## config.mk

```make
export PLATFORM = sky130hd
export DESIGN_NAME = regalu_sequencer
export DESIGN_NICKNAME = d
export VERILOG_FILES = /design/src/rtl/regalu_sequencer.sv
export SDC_FILE = /design/constraint.sdc
export NUM_CORES = 1
export LEC_CHECK = 0
export ABC_AREA = 1
export CAP_MARGIN = 20
export CORE_UTILIZATION = 25
export DETAILED_ROUTE_END_ITERATION = 16
export GPL_ROUTABILITY_DRIVEN = 1
export PLACE_DENSITY = 0.61
export SKIP_LAST_GASP = 1
export SLEW_MARGIN = 10
export SYNTH_ARGS = -nofsm -noshare
export SYNTH_HDL_FRONTEND = slang
export SYNTH_SLANG_ARGS = --single-unit
```

## constraint.sdc

```tcl
create_clock -name clk -period 3.05 [get_ports clk]
set_clock_uncertainty 0.05 [all_clocks]
set_input_delay 0.4575 -clock clk [delete_from_list [all_inputs] [get_ports clk]]
set_output_delay 0.4575 -clock clk [all_outputs]
set_load 0.02 [all_outputs]
```

## src/rtl/regalu_sequencer.sv

```systemverilog
// regalu_sequencer: multi-cycle controller for the RegArray + ALU datapath.
// Takes one register-register command per handshake and steps it through
// read-register (RR), execute/flag capture (F) and write-back (WB), driving
// single-cycle phase enables, register addresses and the ALU opcode.
module regalu_sequencer #(
  parameter int CNT_W      = 16,
  parameter int ZERO_GUARD = 1
) (
  input  logic             clk,
  input  logic             rst,
  input  logic             cmd_valid,
  output logic             cmd_ready,
  input  logic [4:0]       cmd_ra,
  input  logic [4:0]       cmd_rb,
  input  logic [4:0]       cmd_rd,
  input  logic [3:0]       cmd_op,
  input  logic             cmd_we,
  output logic [4:0]       R_Addr_A,
  output logic [4:0]       R_Addr_B,
  output logic [4:0]       W_Addr,
  output logic [3:0]       ALU_OP,
  output logic             rr_en,
  output logic             f_en,
  output logic             wb_en,
  input  logic [3:0]       alu_flags,
  output logic [3:0]       flags,
  output logic             done,
  output logic             busy,
  output logic [CNT_W-1:0] instr_cnt
);

  typedef enum logic [2:0] {
    S_IDLE = 3'd0,
    S_RR   = 3'd1,
    S_F    = 3'd2,
    S_WB   = 3'd3,
    S_DONE = 3'd4
  } state_t;

  state_t state;
  logic   we_l;

  // Write-back is taken only for writing commands; register 0 is optionally
  // protected so it can serve as a hard-wired zero source.
  function automatic logic wb_needed(input logic we, input logic [4:0] rd);
    logic guard_hit;
    guard_hit = (ZERO_GUARD != 0) && (rd == 5'd0);
    return we && !guard_hit;
  endfunction

  // Handshake and busy follow the registered state directly.
  assign cmd_ready = (state == S_IDLE);
  assign busy      = (state != S_IDLE);

  // Phase sequencer: state, latched command fields, registered strobes,
  // flag capture and the retired-command counter.
  always_ff @(posedge clk) begin
    if (rst) begin
      state     <= S_IDLE;
      we_l      <= 1'b0;
      R_Addr_A  <= 5'd0;
      R_Addr_B  <= 5'd0;
      W_Addr    <= 5'd0;
      ALU_OP    <= 4'd0;
      rr_en     <= 1'b0;
      f_en      <= 1'b0;
      wb_en     <= 1'b0;
      done      <= 1'b0;
      flags     <= 4'd0;
      instr_cnt <= '0;
    end else begin
      // Strobes are single-cycle: cleared unless the next state asserts one.
      rr_en <= 1'b0;
      f_en  <= 1'b0;
      wb_en <= 1'b0;
      done  <= 1'b0;
      case (state)
        S_IDLE: begin
          if (cmd_valid) begin
            R_Addr_A <= cmd_ra;
            R_Addr_B <= cmd_rb;
            W_Addr   <= cmd_rd;
            ALU_OP   <= cmd_op;
            we_l     <= cmd_we;
            rr_en    <= 1'b1;
            state    <= S_RR;
          end
        end
        S_RR: begin
          f_en  <= 1'b1;
          state <= S_F;
        end
        S_F: begin
          flags <= alu_flags;
          if (wb_needed(we_l, W_Addr)) begin
            wb_en <= 1'b1;
            state <= S_WB;
          end else begin
            done  <= 1'b1;
            state <= S_DONE;
          end
        end
        S_WB: begin
          done  <= 1'b1;
          state <= S_DONE;
        end
        S_DONE: begin
          instr_cnt <= instr_cnt + CNT_W'(1);
          state     <= S_IDLE;
        end
        default: begin
          state <= S_IDLE;
        end
      endcase
    end
  end

endmodule

```

==> results.yml <==
grt:
  grt_pass1_vias: 1721
  antenna_found_initial: 0
  grt_first_pass_wirelength_mm: 7.93
  overflow: 0
  grt_max_degree: 26
  grtUsageTotal: 0.127
clock_tree:
  clock_sinks: 47
  cts-root-buf: "clkbuf_8"
  cts_tree: "built"
  cts_max_level: 2
  postCtsHoldBufs: 0
  clock_latency_ns: 0.29
  ctsResizeCount: 0
  post_cts_buffers: 0
  clk_pin_slew_ns: 0.09
  numCtsBuffers: 5
  cts.path.max_buffers: 2
sta:
  post-route-period-util: 0.739
  min_period_ns: 2.25
  final-max-slew-violation-count: 0
  timing.setup.tns_ns: 0
  worstMarginPinSlew_ns: 0.737
  rsz0062_at_grt: "false"
  max-slew-margin-rel: 0.508
  setup-violations-final: 0
  hold_viol: 0
  fmax_mhz: 444
run_status:
  status: "complete, no violations"
floorplanning:
  dieHeight_um: 89.3
  start_util: 0.261
  row_count: 31
  die_x_um: 89.3
  io_pins: 72
  dieArea_um2: 7980
  coreArea_um2: 7290
layout:
  area_delta_synth_final_pct: 48.7
  antenna_cells: 0
  fill_cells: 780
  drive_gt1_frac: 0.0517
  final_nets: 356
synth:
  ys_ff_latch: 47
  syn_nets: 284
  syn_area_um2: 1910
  ys_async_sr_fraction: 0
  synth_warnings: 0
  syn_inst: 256
  ys_seq_area_frac: 0.494
  syn_area_per_cell_um2: 7.44
  ys_types: 20
  synth_edf_count: 0
  synth_flop_cell: "dfxtp_1"
worst_setup_path:
  r2r_slack_ns: 1.42
  cp.required_ns: 2.54
  endpoint_kind: "primary output"
  worstPathArrival_ns: 1.75
  crit_fanout: 9
  critical_path_class: "flop to primary output"
  startpoint_type: "flop"
place:
  place_hpwl_mm: 3.46
  gp_congestion: 0.800
  port_buffers: 71
route:
  drtIter0Drc: 35
  routedWlPerCell_um: 11.1
  totalWireLength_mm: 4.75
  via_per_inst: 4.34
  drc_errors: 0
  first_pass_iters: 4
  vias: 1859
  antenna_left: 0
power_and_ir_drop:
  p_leak_nw: 1.04
  total_power_mw: 1.48
  power_density_nw_per_um2: 523
  ir_worst_vdd_mv: 0.278
job:
  maxCapViolCount: 0
hold_path:
  min_path_type: "flop to flop"
## critical path, stage by stage, from the launching register on
cell and delay, ns:
dfxtp_1 0.38, nor3_4 0.39, inv_1 0.13, clkdlybuf4s50_1 0.56
## routing by layer
| layer | vias up | track usage | part of all wire |
|---|---|---|---|
| met2 | 56 | 0.203 | 0.43 |
| met1 | 827 | 0.166 | 0.48 |
| li1 | 974 | - | - |
| met3 | 2 | 0.0471 | 0.082 |
| met4 | 0 | 0.0260 | 0.0038 |
| met5 | - | 0 | 0 |
## where the power goes
part	internal [mW]	switching [mW]	total [mW]	leakage, nW
Combinational	0.145	0.170	0.315	0.597
Clock	0.270	0.213	0.483	0.0618
Sequential	0.656	0.0290	0.684	0.383
Total	1.07	0.412	1.48	1.04
## logic make-up after synthesis
family,Yosys count,synth area share
compound gates,48,0.127
fa+ha+maj,1,0.00656
buf+inv,33,0.0742
flops,47,0.494
simple gates,127,0.298
## path summary, 6_finish.rpt
| path | startpoint | to | cells past startpoint |
|---|---|---|---|
| max | state[2] | busy | 3 |
| min reg2reg | R_Addr_B[4] | R_Addr_B[4] | 2 |
| max reg2reg | state[2] | W_Addr[3] | 5 |
| min | R_Addr_B[4] | R_Addr_B[4] | 2 |
## per-stage QoR
step / hold WS (ns) / cell area, µm² / util / setup slack [ns] / cells
5_1_grt: 0.432 / 2830 / 0.388 / 0.636 / 428
4_1_cts: 0.417 / 2830 / 0.388 / 0.774 / 428
2_1_floorplan: 0.395 / 1910 / - / 1.61 / 256
6_report: 0.414 / 2830 / 0.388 / 0.795 / 428
3_3_place_gp: 0.397 / 2710 / 0.372 / 1.13 / 420
3_5_place_dp: 0.406 / 2710 / 0.372 / 1.11 / 420
## state kept, by name, summed over array words and instances (netlist names)
signal     cells
ALU_OP         4
we_l           1
done           1
instr_cnt     16
wb_en          1
flags          4
f_en           1
W_Addr         5
state          3
rr_en          1
R_Addr_A       5
R_Addr_B       5
## cell type report
| cell class | count | area [µm²] | area share |
|---|---|---|---|
| clock buffers | 6 | 82.6 | 0.0292 |
| clock inverters | 2 | 38.8 | 0.0137 |
| inverters | 24 | 90.1 | 0.0318 |
| multi-input cells | 176 | 823 | 0.291 |
| flip-flops and latches | 47 | 941 | 0.332 |
| well taps | 99 | 124 | 0.0437 |
| repair buffers | 74 | 733 | 0.259 |
## synthesized netlist by cell type (2+ instances only)
cell,count,area (µm²)
nor2_4,2,22.5
nand4_1,4,25.0
a21oi_1,31,155
inv_1,24,90.1
nand2_1,46,173
dfxtp_1,47,941
nand2_2,2,12.5
nor3_1,2,10.0
clkbuf_1,4,15.0
nand3_1,28,140
buf_2,2,10.0
o21ai_0,16,80.1
nor2_1,40,150
buf_6,2,22.5
## cells in the final DEF, fill, tap and decap left out, types with 2 or more instances in the layout
cell type         n
buf_4             3
nor3_1            2
nand2_1          46
nand2_2           2
nand4_1           4
nor2_4            2
dfxtp_1          47
clkbuf_8          6
a21oi_1          31
o21ai_0          16
nand3_1          28
inv_1            24
clkdlybuf4s50_1  71
nor2_1           40
Power figures use the tool's default switching activity.
